File: src/rtl/vga_multiball.sv
// VGA timing generator with NBALLS bouncing square balls.
// Sync and RGB are registered together on the pixel enable so they stay aligned for any divider.
module vga_multiball #(
    parameter int CLK_DIV    = 2,
    parameter int H_ACTIVE   = 640,
    parameter int H_FP       = 16,
    parameter int H_SYNC     = 96,
    parameter int H_BP       = 48,
    parameter int V_ACTIVE   = 480,
    parameter int V_FP       = 10,
    parameter int V_SYNC     = 2,
    parameter int V_BP       = 33,
    parameter int SYNC_POL   = 0,
    parameter int NBALLS     = 2,
    parameter int BALL_SIZE  = 16,
    parameter int STEP       = 1,
    parameter int COLOR_BITS = 3
) (
    input  logic                  clk,
    input  logic                  reset,
    input  logic                  run,
    output logic                  vga_hs,
    output logic                  vga_vs,
    output logic [COLOR_BITS-1:0] red,
    output logic [COLOR_BITS-1:0] green,
    output logic [COLOR_BITS-1:0] blue,
    output logic                  frame_start
);

    localparam int HT = H_ACTIVE + H_FP + H_SYNC + H_BP;
    localparam int VT = V_ACTIVE + V_FP + V_SYNC + V_BP;
    localparam logic [2:0]  DIV_LAST = 3'(CLK_DIV - 1);
    localparam logic [10:0] H_END    = 11'(HT - 1);
    localparam logic [10:0] V_END    = 11'(VT - 1);
    localparam logic [10:0] HS_START = 11'(H_ACTIVE + H_FP);
    localparam logic [10:0] HS_STOP  = 11'(H_ACTIVE + H_FP + H_SYNC);
    localparam logic [10:0] VS_START = 11'(V_ACTIVE + V_FP);
    localparam logic [10:0] VS_STOP  = 11'(V_ACTIVE + V_FP + V_SYNC);
    localparam logic [10:0] H_VIS    = 11'(H_ACTIVE);
    localparam logic [10:0] V_VIS    = 11'(V_ACTIVE);
    localparam logic [10:0] SIZE     = 11'(BALL_SIZE);
    localparam logic [10:0] STEP_W   = 11'(STEP);
    localparam logic [10:0] X_LIM    = 11'(H_ACTIVE - BALL_SIZE);
    localparam logic [10:0] Y_LIM    = 11'(V_ACTIVE - BALL_SIZE);
    localparam logic [10:0] X_TURN   = 11'(H_ACTIVE - BALL_SIZE - STEP);
    localparam logic [10:0] Y_TURN   = 11'(V_ACTIVE - BALL_SIZE - STEP);
    localparam logic        SYNC_ON  = (SYNC_POL != 0) ? 1'b1 : 1'b0;
    localparam logic [COLOR_BITS-1:0] CMAX = {COLOR_BITS{1'b1}};
    localparam logic [COLOR_BITS-1:0] CZERO = {COLOR_BITS{1'b0}};

    logic [2:0]  div_r;
    logic        pix_en_s;
    logic [10:0] hcnt_r;
    logic [10:0] vcnt_r;
    logic [10:0] bx_r [NBALLS];
    logic [10:0] by_r [NBALLS];
    logic [NBALLS-1:0] xneg_r;
    logic [NBALLS-1:0] yneg_r;
    logic        update_s;
    logic        hs_s;
    logic        vs_s;
    logic [3*COLOR_BITS-1:0] rgb_s;

    // Returns {red, green, blue} for ball idx.
    function automatic logic [3*COLOR_BITS-1:0] ball_color(input int idx);
        logic [3*COLOR_BITS-1:0] c;
        case (idx)
            0:       c = {CMAX, CZERO, CZERO};
            1:       c = {CZERO, CMAX, CZERO};
            2:       c = {CZERO, CZERO, CMAX};
            3:       c = {CMAX, CMAX, CMAX};
            default: c = {CZERO, CZERO, CZERO};
        endcase
        return c;
    endfunction

    // One axis step: returns {moving_negative, new_position}, clamping at 0 and lim.
    function automatic logic [11:0] bounce(input logic [10:0] pos, input logic neg,
                                           input logic [10:0] lim, input logic [10:0] turn);
        logic [11:0] r;
        if (!neg) begin
            if (pos >= turn) r = {1'b1, lim};
            else             r = {1'b0, pos + STEP_W};
        end else begin
            if (pos <= STEP_W) r = {1'b0, 11'd0};
            else               r = {1'b1, pos - STEP_W};
        end
        return r;
    endfunction

    assign pix_en_s = (div_r == DIV_LAST);
    assign update_s = pix_en_s && run && (hcnt_r == 11'd0) && (vcnt_r == V_VIS);

    // Pixel clock divider.
    always_ff @(posedge clk or posedge reset) begin
        if (reset)         div_r <= 3'd0;
        else if (pix_en_s) div_r <= 3'd0;
        else               div_r <= div_r + 3'd1;
    end

    // Raster counters.
    always_ff @(posedge clk or posedge reset) begin
        if (reset) begin
            hcnt_r <= 11'd0;
            vcnt_r <= 11'd0;
        end else if (pix_en_s) begin
            if (hcnt_r == H_END) begin
                hcnt_r <= 11'd0;
                if (vcnt_r == V_END) vcnt_r <= 11'd0;
                else                 vcnt_r <= vcnt_r + 11'd1;
            end else begin
                hcnt_r <= hcnt_r + 11'd1;
            end
        end
    end

    // Sync decode and pixel colour for the current counter position.
    always_comb begin
        hs_s  = ~SYNC_ON;
        vs_s  = ~SYNC_ON;
        rgb_s = {3*COLOR_BITS{1'b0}};
        if (hcnt_r >= HS_START && hcnt_r < HS_STOP) hs_s = SYNC_ON;
        else                                        hs_s = ~SYNC_ON;
        if (vcnt_r >= VS_START && vcnt_r < VS_STOP) vs_s = SYNC_ON;
        else                                        vs_s = ~SYNC_ON;
        if (hcnt_r < H_VIS && vcnt_r < V_VIS) begin
            // Walk from the highest index down so the lowest index ends up on top.
            for (int i = NBALLS - 1; i >= 0; i--) begin
                if (hcnt_r >= bx_r[i] && hcnt_r < bx_r[i] + SIZE &&
                    vcnt_r >= by_r[i] && vcnt_r < by_r[i] + SIZE)
                    rgb_s = ball_color(i);
                else
                    rgb_s = rgb_s;
            end
        end else begin
            rgb_s = {3*COLOR_BITS{1'b0}};
        end
    end

    // Registered video outputs and frame marker.
    always_ff @(posedge clk or posedge reset) begin
        if (reset) begin
            vga_hs      <= ~SYNC_ON;
            vga_vs      <= ~SYNC_ON;
            red         <= CZERO;
            green       <= CZERO;
            blue        <= CZERO;
            frame_start <= 1'b0;
        end else begin
            frame_start <= pix_en_s && (hcnt_r == H_END) && (vcnt_r == V_END);
            if (pix_en_s) begin
                vga_hs              <= hs_s;
                vga_vs              <= vs_s;
                {red, green, blue}  <= rgb_s;
            end
        end
    end

    // Ball motion, applied once per frame on the first blanking line.
    always_ff @(posedge clk or posedge reset) begin
        if (reset) begin
            for (int i = 0; i < NBALLS; i++) begin
                bx_r[i]   <= 11'(32 + 64 * i);
                by_r[i]   <= 11'(32 + 48 * i);
                xneg_r[i] <= ((i % 2) != 0);
                yneg_r[i] <= 1'b0;
            end
        end else if (update_s) begin
            for (int i = 0; i < NBALLS; i++) begin
                {xneg_r[i], bx_r[i]} <= bounce(bx_r[i], xneg_r[i], X_LIM, X_TURN);
                {yneg_r[i], by_r[i]} <= bounce(by_r[i], yneg_r[i], Y_LIM, Y_TURN);
            end
        end
    end

endmodule
File: config.mk
export PLATFORM = sky130hd
export DESIGN_NAME = vga_multiball
export DESIGN_NICKNAME = d
export VERILOG_FILES = /design/src/rtl/vga_multiball.sv
export SDC_FILE = /design/constraint.sdc
export NUM_CORES = 1
export LEC_CHECK = 0
export CAP_MARGIN = 20
export CORE_AREA = 2 2 140 142
export DETAILED_ROUTE_END_ITERATION = 8
export DIE_AREA = 0 0 142 144
export GPL_ROUTABILITY_DRIVEN = 0
export HOLD_SLACK_MARGIN = 0.1
export PLACE_DENSITY = 0.56
export SLEW_MARGIN = 0
export SYNTH_ARGS = -nofsm -noshare
export SYNTH_HDL_FRONTEND = slang
export SYNTH_SLANG_ARGS = --single-unit
File: constraint.sdc
create_clock -name clk -period 3.35 [get_ports clk]
set_input_delay 0.67 -clock clk [delete_from_list [all_inputs] [get_ports clk]]
set_output_delay 0.67 -clock clk [all_outputs]
set_load 0.005 [all_outputs]
==> results of run 1 <==
## kinds of logic after synthesis
kind of cell | Yosys count | synth area share, %
simple gates | 329 | 23.7
xor+xnor | 41 | 4.83
flops | 78 | 26.4
buf+inv | 110 | 6.40
fa+ha+maj | 101 | 17.0
other cells | 1 | 0.0504
compound gates | 263 | 21.6
## where the power goes
part / leakage [uW] / total, uW / switching, uW / internal [uW]
registers: 0.000976 / 942 / 0 / 942
logic: 0.00218 / 26.9 / 21.4 / 5.51
clock network: 0.000179 / 1270 / 447 / 824
total: 0.00334 / 2240 / 468 / 1770
## stage by stage
stage                     total power [uW]  area, sq um  utilization, %
after floorplan                        977         7440               -
after global placement                 990         7780            40.8
after detailed placement               989         7780            40.8
after CTS                             2260         8150            42.7
after global routing                  2290         8150            42.7
final                                 2240         8150            42.7
## flip-flops by register name, indices dropped and copies added (netlist names)
name / count
bx_r: 22
by_r: 22
div_r: 3
frame_start: 1
green: 1
hcnt_r: 11
red: 1
vcnt_r: 11
vga_hs: 1
vga_vs: 1
xneg_r: 2
yneg_r: 2
## worst min-delay path by stage
stage / start / endpoint / slack (ns) / depth (start not counted)
4_1_cts: vga_hs / vga_hs / 0.51 / 2
2_1_floorplan: div_r[0] / div_r[0] / 0.46 / 1
5_1_grt: vga_hs / vga_hs / 0.53 / 2
6_report: vga_hs / vga_hs / 0.50 / 2
3_3_place_gp: div_r[0] / div_r[0] / 0.50 / 1
3_5_place_dp: vga_hs / vga_hs / 0.49 / 2
## layer usage
layer,wire length (um),up-vias,GRT usage (%)
met5,0,-,0
met4,348,0,6.74
met3,807,27,2.22
met2,9350,180,33.4
met1,10100,3270,30.1
li1,-,3379,-
## tightest hold or removal path: cells and delay by family (launching register included)
kind | cells | cell delay (ns)
simple gates | 1 | 0.09
compound gates | 1 | 0.04
flops | 1 | 0.37
## cell type report
type                            instances  area share (%)
Multi-Input combinational cell        737            61.5
Sequential cell                        78            24.1
Tap cell                              238            3.65
Timing Repair Buffer                   32            3.44
Clock buffer                           10            2.93
Inverter                               60            2.78
Clock inverter                          6            1.63
## cells in the mapped netlist (all sizes together), types with 9 or more instances
cell type and number:
nand4 27, nand2 68, ha 101, o21ai 99, clkbuf 31, nand3 44, o31ai 13, a211oi 13
dfstp 9, inv 59, dfrtp 69, nor4 22, buf 19, and2 11, a21oi 63, a21o 14
xnor2 38, nor2 62, nor3 42
==> flow_summary.toml, run 1 <==
[critical_path]
cp.required_ns = 3.64
worst_path_dominant_cell_family = "compound AO/OA/AOI/OAI gates"
worst_setup_path_start_kind = "flop"
worstSetupEndpointType = "flop"
crit_start = "by_r[16]"
crit_buf_inv = 0
ff2ff_path_depth = 10
r2r_setup_slack_ns = 0.30
cp_slowest_cell = "dfstp_2"
cpPeakStageDelay_ns = 0.57
cp_num_cells = 10
cp_max_fo = 6
crit_chain = "ha_1 -> nand3_1 -> xnor2_1 -> ha_1 -> a21oi_1 -> nor2_1 -> a2111oi_0 -> o211ai_1 -> nor4bb_1 -> a41o_1"
critical_path_arrival_ns = 3.35
r2r-start = "by_r[16]"
crit_type = "reg -> reg"
r2r_end = "red[1]"
crit_top_cell = "ha_1"
endpoint = "red[1]"

[grt]
antenna_found_initial = 0
grt_usage_pct = 21.1
grt_pass1_wl_um = 34400
grt_overflow_total = 0
grt_pass1_vias = 6463
grt_max_degree = 44

[placed_design]
dp_hpwl_um = 14800
dpl.cell_count = 1145
io_buffers = 11
post-place-ws_ns = 0.337

[drt]
ant_nets = 0
viasPerCell = 5.91
dr.pass1.iters = 5
routed-via-count = 6856
finalWirelength_um = 20600
drc = 0
drtIter0Drc = 477
wire_per_inst_um = 17.8

[pwr]
leakage_uw = 0.00334
peakVddDrop_mv = 0.265
powerDensity_nw_per_um2 = 275

[floorplanning]
die_area_sq_um = 20400
start_util_pct = 39.0
core_sq_um = 19100
die_h_um = 144
io_pins = 15
fp-row-count = 51
die_w_um = 142

[clock_network]
hold_buffers = 0
insertion_delay_ns = 0.36
cts_sinks = 78
cts_tree = "yes"
root_buffer = "clkbuf_16"
cts_buffer_depth = 2
numCtsBuffers = 9
clk_pin_slew_ns = 0.06
htree_levels = 3
post_cts_buffers = 0
cts_resized = 0

[logic_synthesis]
synthCells = 923
yosysTopAreaCell = "dfrtp_1"
synth_edf_count = 0
ys_warn_count = 0
async_flop_share_pct = 100
avgSynthCellArea_sq_um = 8.05
ys.flop_type = "dfrtp_1"
synth-seq-cells = 78
yosysTopAreaCellShare_pct = 23.2
synthesis.area_sq_um = 7430
ys_top_cells_by_area = "dfrtp_1, ha_1, o21ai_0"
ys_types = 72
synth-seq-area-share_pct = 26.4

[cells_and_area]
layout_common_cells = "ha_1, o21ai_0, dfrtp_1"
fin_nets = 1022
fin_cells = 1161
antenna_cells = 0
multi_input_area_sq_um = 5010
area_delta_synth_final_pct = 9.61
drive_above_1_share_pct = 6.83
fillCellCount = 1906
regArea_sq_um = 1960
final_common_cell = "ha_1"

[timing]
drv_slew = 0
rsz0062_at_grt = "false"
finalSetupViolations = 0
holdWs_ns = 0.504
fmax_mhz = 327
timing.final.crit_period_ns = 3.05
tns_ns = 0
tightest_slew_ns = 0.804
maxSlewHeadroom_pct = 45.9
hold_viol = 0
period_share_pct = 91.2
skew_ns = 0.00781
worst_slack_ns = 0.296

[flow_run]
maxCapViolCount = 0

[min_path]
hold_path.class = "reg -> reg"

[run_status]
status = "finished, final reports clean"
Power figures use the tool's default switching activity.
==> inputs of run 2 (changes only) <==
REMOVE_ABC_BUFFERS = 1   (was not set)
clock period = 3.8 ns   (was 3.35 ns; I/O delays follow)
==> run 2 against run 1 <==
First-iteration DRC count rose by 40%. Count of clock-buffer cells in the layout grew 3. Global-route usage down 0.76 points. Worst hold slack better by 0.0048 ns. Non-clock buffer count decreased by 12. Sequential share of layout area is 0.33 points higher. Via count fell by 0.34%. Maximum frequency shrank 2.1%. Critical endpoint unchanged. Largest cell class unchanged.
==> flow_summary.toml, run 2 (synthesis results as in run 1) <==
[run_status]
status = "finished, final reports clean"

[clock_network]
cts_tree = "yes"
root_buffer = "clkbuf_16"
cts_resized = 0
cts_sinks = 78
insertion_delay_ns = 0.36
numCtsBuffers = 9
post_cts_buffers = 0
htree_levels = 3
cts_buffer_depth = 2
hold_buffers = 0
clk_pin_slew_ns = 0.06

[timing]
timing.final.crit_period_ns = 3.12
hold_viol = 0
tns_ns = 0
skew_ns = 0.00766
finalSetupViolations = 0
rsz0062_at_grt = "false"
fmax_mhz = 320
tightest_slew_ns = 0.901
period_share_pct = 82.1
maxSlewHeadroom_pct = 39.5
drv_slew = 0

[floorplanning]
io_pins = 15
start_util_pct = 39.0
core_sq_um = 19100
die_w_um = 142
die_h_um = 144
fp-row-count = 51
die_area_sq_um = 20400

[min_path]
hold_path.class = "reg -> reg"

[drt]
ant_nets = 0
finalWirelength_um = 20000
drtIter0Drc = 668
viasPerCell = 5.95
routed-via-count = 6833
dr.pass1.iters = 5
drc = 0
wire_per_inst_um = 17.4

[grt]
grt_pass1_wl_um = 33600
grt_pass1_vias = 6341
grt_overflow_total = 0
grt_usage_pct = 20.3
antenna_found_initial = 0
grt_max_degree = 46

[critical_path]
worstSetupEndpointType = "flop"
crit_top_cell = "ha_1"
worst_setup_path_start_kind = "flop"
cp_slowest_cell = "dfstp_2"
critical_path_arrival_ns = 3.42
cp_max_fo = 6
crit_chain = "ha_1 -> nand3_1 -> xnor2_1 -> ha_1 -> a21oi_1 -> nor2_1 -> a2111oi_0 -> o211ai_1 -> nor4bb_1 -> a41o_1"
crit_type = "reg -> reg"
cp.required_ns = 4.09
worst_path_dominant_cell_family = "compound AO/OA/AOI/OAI gates"
cpPeakStageDelay_ns = 0.58
crit_buf_inv = 0

[cells_and_area]
drive_above_1_share_pct = 5.38
final_common_cell = "ha_1"
antenna_cells = 0
top_regs = "bx_r (22), by_r (22)"
area_delta_synth_final_pct = 8.11
layout_common_cells = "ha_1, o21ai_0, dfrtp_1"
fin_nets = 1010

[pwr]
powerDensity_nw_per_um2 = 238
p_total_uw = 1920
peakVddDrop_mv = 0.189
leakage_uw = 0.00327

[placed_design]
dp_hpwl_um = 14100
io_buffers = 11

[flow_run]
maxCapViolCount = 0
-- run 2: area by class of cell --
cell class	instances	area (sq um)
repair buffers	20	190
flip-flops and latches	78	1960
multi-input cells	737	5010
well taps	238	298
clock inverters	3	90.1
inverters	60	226
fillers	1872	11000
clock buffers	13	260
-- run 2: metrics by stage --
step                cells  instance area, sq um  utilization (%)  hold WS [ns]  setup WS (ns)
floorplan             875                  7190                -         0.463          0.762
global placement     1133                  7690             40.3         0.497          0.700
detailed placement   1133                  7690             40.3         0.496          0.672
CTS                  1149                  8040             42.1         0.513          0.717
global route         1149                  8040             42.1         0.564          0.481
finish               1149                  8040             42.1         0.509          0.679
-- run 2: report_power, final --
group | total, uW | switching, uW | internal (uW)
combinational | 23.3 | 19.1 | 4.18
sequential | 831 | 0 | 831
clock | 1060 | 382 | 679
total | 1920 | 401 | 1510
-- run 2: routing by layer --
metal | vias up | global-route usage [%] | wire [um]
met1 | 3263 | 29.4 | 9980
met4 | 0 | 6.42 | 352
met2 | 177 | 31.0 | 8800
li1 | 3366 | - | -
met3 | 27 | 3.01 | 830
met5 | - | 0 | 0
-- run 2: worst register-to-register path, delay by kind of cell (launching register included) --
kind	cells	cell delay, ns
AO/OA/AOI/OAI	4	1.04
AND/OR/NAND/NOR	3	0.73
flip-flops	1	0.58
adder cells (fa/ha/maj)	2	0.56
XOR/XNOR	1	0.18
-- run 2: worst paths after layout --
check                      slack [ns]  depth (start not counted)      from        to
max in group asynchronous        2.25                          3     reset  by_r[16]
setup reg to reg                 0.68                         10  by_r[16]    red[1]
setup / recovery                 0.68                         10  by_r[16]    red[1]
hold / removal                   0.51                          2    vga_hs    vga_hs
min in group asynchronous        0.80                          2     reset   bx_r[8]
hold reg to reg                  0.51                          2    vga_hs    vga_hs
==> inputs of run 3 (changes only) <==
PLACE_DENSITY = 0.58   (was 0.56)
clock period = 2.85 ns   (was 3.8 ns; I/O delays follow)
==> run 3 against run 2 <==
Count of clock-buffer cells in the layout down 3. Cell count up 3.3%. Flip-flop and latch count unchanged. Clock power up 24%. Critical path type unchanged. Routed wire length up 1.3%. Largest power group unchanged. First-iteration DRC count down 11%. Sequential share of layout area down 0.92 points. Via count up 1.8%. Global-route usage up 0.47 points. Maximum frequency up 17%. Total power up 28%. Sequential power up 34%.
==> flow_summary.toml, run 3 (synthesis results as in run 1) <==
[cells_and_area]
final_common_cell = "ha_1"
antenna_cells = 0
final_util_pct = 43.8
fin_nets = 1048
fillCellCount = 1897
top_regs = "bx_r (22), by_r (22)"
multi_input_area_sq_um = 5040
layout_common_cells = "ha_1, o21ai_0, dfrtp_1"
area_delta_synth_final_pct = 12.3
regArea_sq_um = 1960
drive_above_1_share_pct = 9.80

[timing]
tightest_slew_ns = 0.646
period_share_pct = 93.5
rsz0062_at_grt = "false"
timing.final.crit_period_ns = 2.66
fmax_mhz = 375
hold_viol = 0
finalSetupViolations = 0
skew_ns = 0.00914
maxSlewHeadroom_pct = 56.6
drv_slew = 0

[clock_network]
cts_sinks = 78
insertion_delay_ns = 0.36
post_cts_buffers = 0
numCtsBuffers = 9
root_buffer = "clkbuf_16"
cts_tree = "yes"
hold_buffers = 0
htree_levels = 3
cts_buffer_depth = 2
clk_pin_slew_ns = 0.07

[drt]
finalWirelength_um = 20200
dr.pass1.iters = 4
ant_nets = 0
routed-via-count = 6957
drtIter0Drc = 594
viasPerCell = 5.86
drc = 0
wire_per_inst_um = 17.0

[critical_path]
crit_type = "reg -> reg"
cp_max_fo = 10
r2r_setup_slack_ns = 0.19
worst_setup_path_start_kind = "flop"
r2r_end = "red[1]"
ff2ff_path_depth = 9
worstSetupEndpointType = "flop"
cp.required_ns = 3.14
critical_path_arrival_ns = 2.95
r2r-start = "bx_r[16]"

[floorplanning]
core_sq_um = 19100
die_w_um = 142
start_util_pct = 39.0
io_pins = 15
fp-row-count = 51
die_area_sq_um = 20400
die_h_um = 144

[grt]
grt_pass1_vias = 6452
grt_pass1_wl_um = 33900
antenna_found_initial = 0
grt_usage_pct = 20.8
grt_overflow_total = 0
grt_max_degree = 31

[flow_run]
maxCapViolCount = 0

[pwr]
leakage_uw = 0.00345
peakVddDrop_mv = 0.269
powerDensity_nw_per_um2 = 294
p_total_uw = 2450

[min_path]
min_from = "vga_hs"
hold-path-endpoint = "vga_hs"
whs_path_depth = 2
hold_path.class = "reg -> reg"

[placed_design]
io_buffers = 11
dp_hpwl_um = 14900

[run_status]
status = "finished, final reports clean"
-- run 3: where the power goes --
| part | total, uW | leakage, uW | switching (uW) | internal (uW) |
|---|---|---|---|---|
| combinational | 34.7 | 0.00232 | 25.6 | 9.11 |
| clock | 1310 | 0.000154 | 520 | 789 |
| sequential | 1110 | 0.000976 | 0 | 1110 |
| total | 2450 | 0.00345 | 545 | 1910 |
-- run 3: metal layers --
layer / routed length (um) / part of all wire (%) / up-vias / GRT usage [%]
li1: - / - / 3436 / -
met1: 9890 / 49 / 3349 / 29.2
met2: 9330 / 46 / 153 / 33.6
met3: 785 / 3.9 / 19 / 3.11
met4: 227 / 1.1 / 0 / 5.11
met5: 0 / 0 / - / 0
-- run 3: how the worst max path moves through the flow --
stage / startpoint / endpoint / slack (ns) / depth (start not counted)
floorplan: hcnt_r[5] / by_r[6] / -0.11 / 6
global placement: by_r[16] / green[1] / -0.02 / 10
detailed placement: by_r[16] / green[1] / -0.11 / 10
CTS: by_r[16] / red[1] / 0.007 / 10
global route: by_r[16] / red[1] / 0.006 / 10
finish: bx_r[16] / red[1] / 0.19 / 9
-- run 3: final cells by class --
cell class                 count  share of cell area (%)
clock inverter                 6                    1.02
tap                          238                    3.57
clock buffer                  10                    2.86
inverter                      60                    2.71
sequential                    78                    23.5
timing repair buffer          58                    5.99
multi-input combinational    737                    60.3
-- run 3: through the flow --
stage                     hold WS [ns]  area [sq um]  TNS [ns]  setup slack [ns]  instances
final                            0.502          8350         0             0.185       1187
after global routing             0.550          8350         0           0.00639       1187
after CTS                        0.509          8330         0           0.00668       1187
after detailed placement         0.497          8000    -0.214            -0.109       1171
after global placement           0.496          8000   -0.0378           -0.0204       1171
after floorplan                  0.463          7190    -0.364            -0.107        875
-- run 3: what timing repair did --
item,CTS,global route
gates resized for setup,2,4
hold endpoints to repair,0,0
pin swaps,1,4
setup endpoints to repair,2,2
-- run 3: critical path: stages (launching register included) --
cell	delay [ns]
dfstp_2	0.63
inv_1	0.17
ha_1	0.30
inv_1	0.04
ha_1	0.28
and4b_1	0.18
a211oi_1	0.27
o211ai_1	0.13
nor4bb_2	0.40
a41o_1	0.21
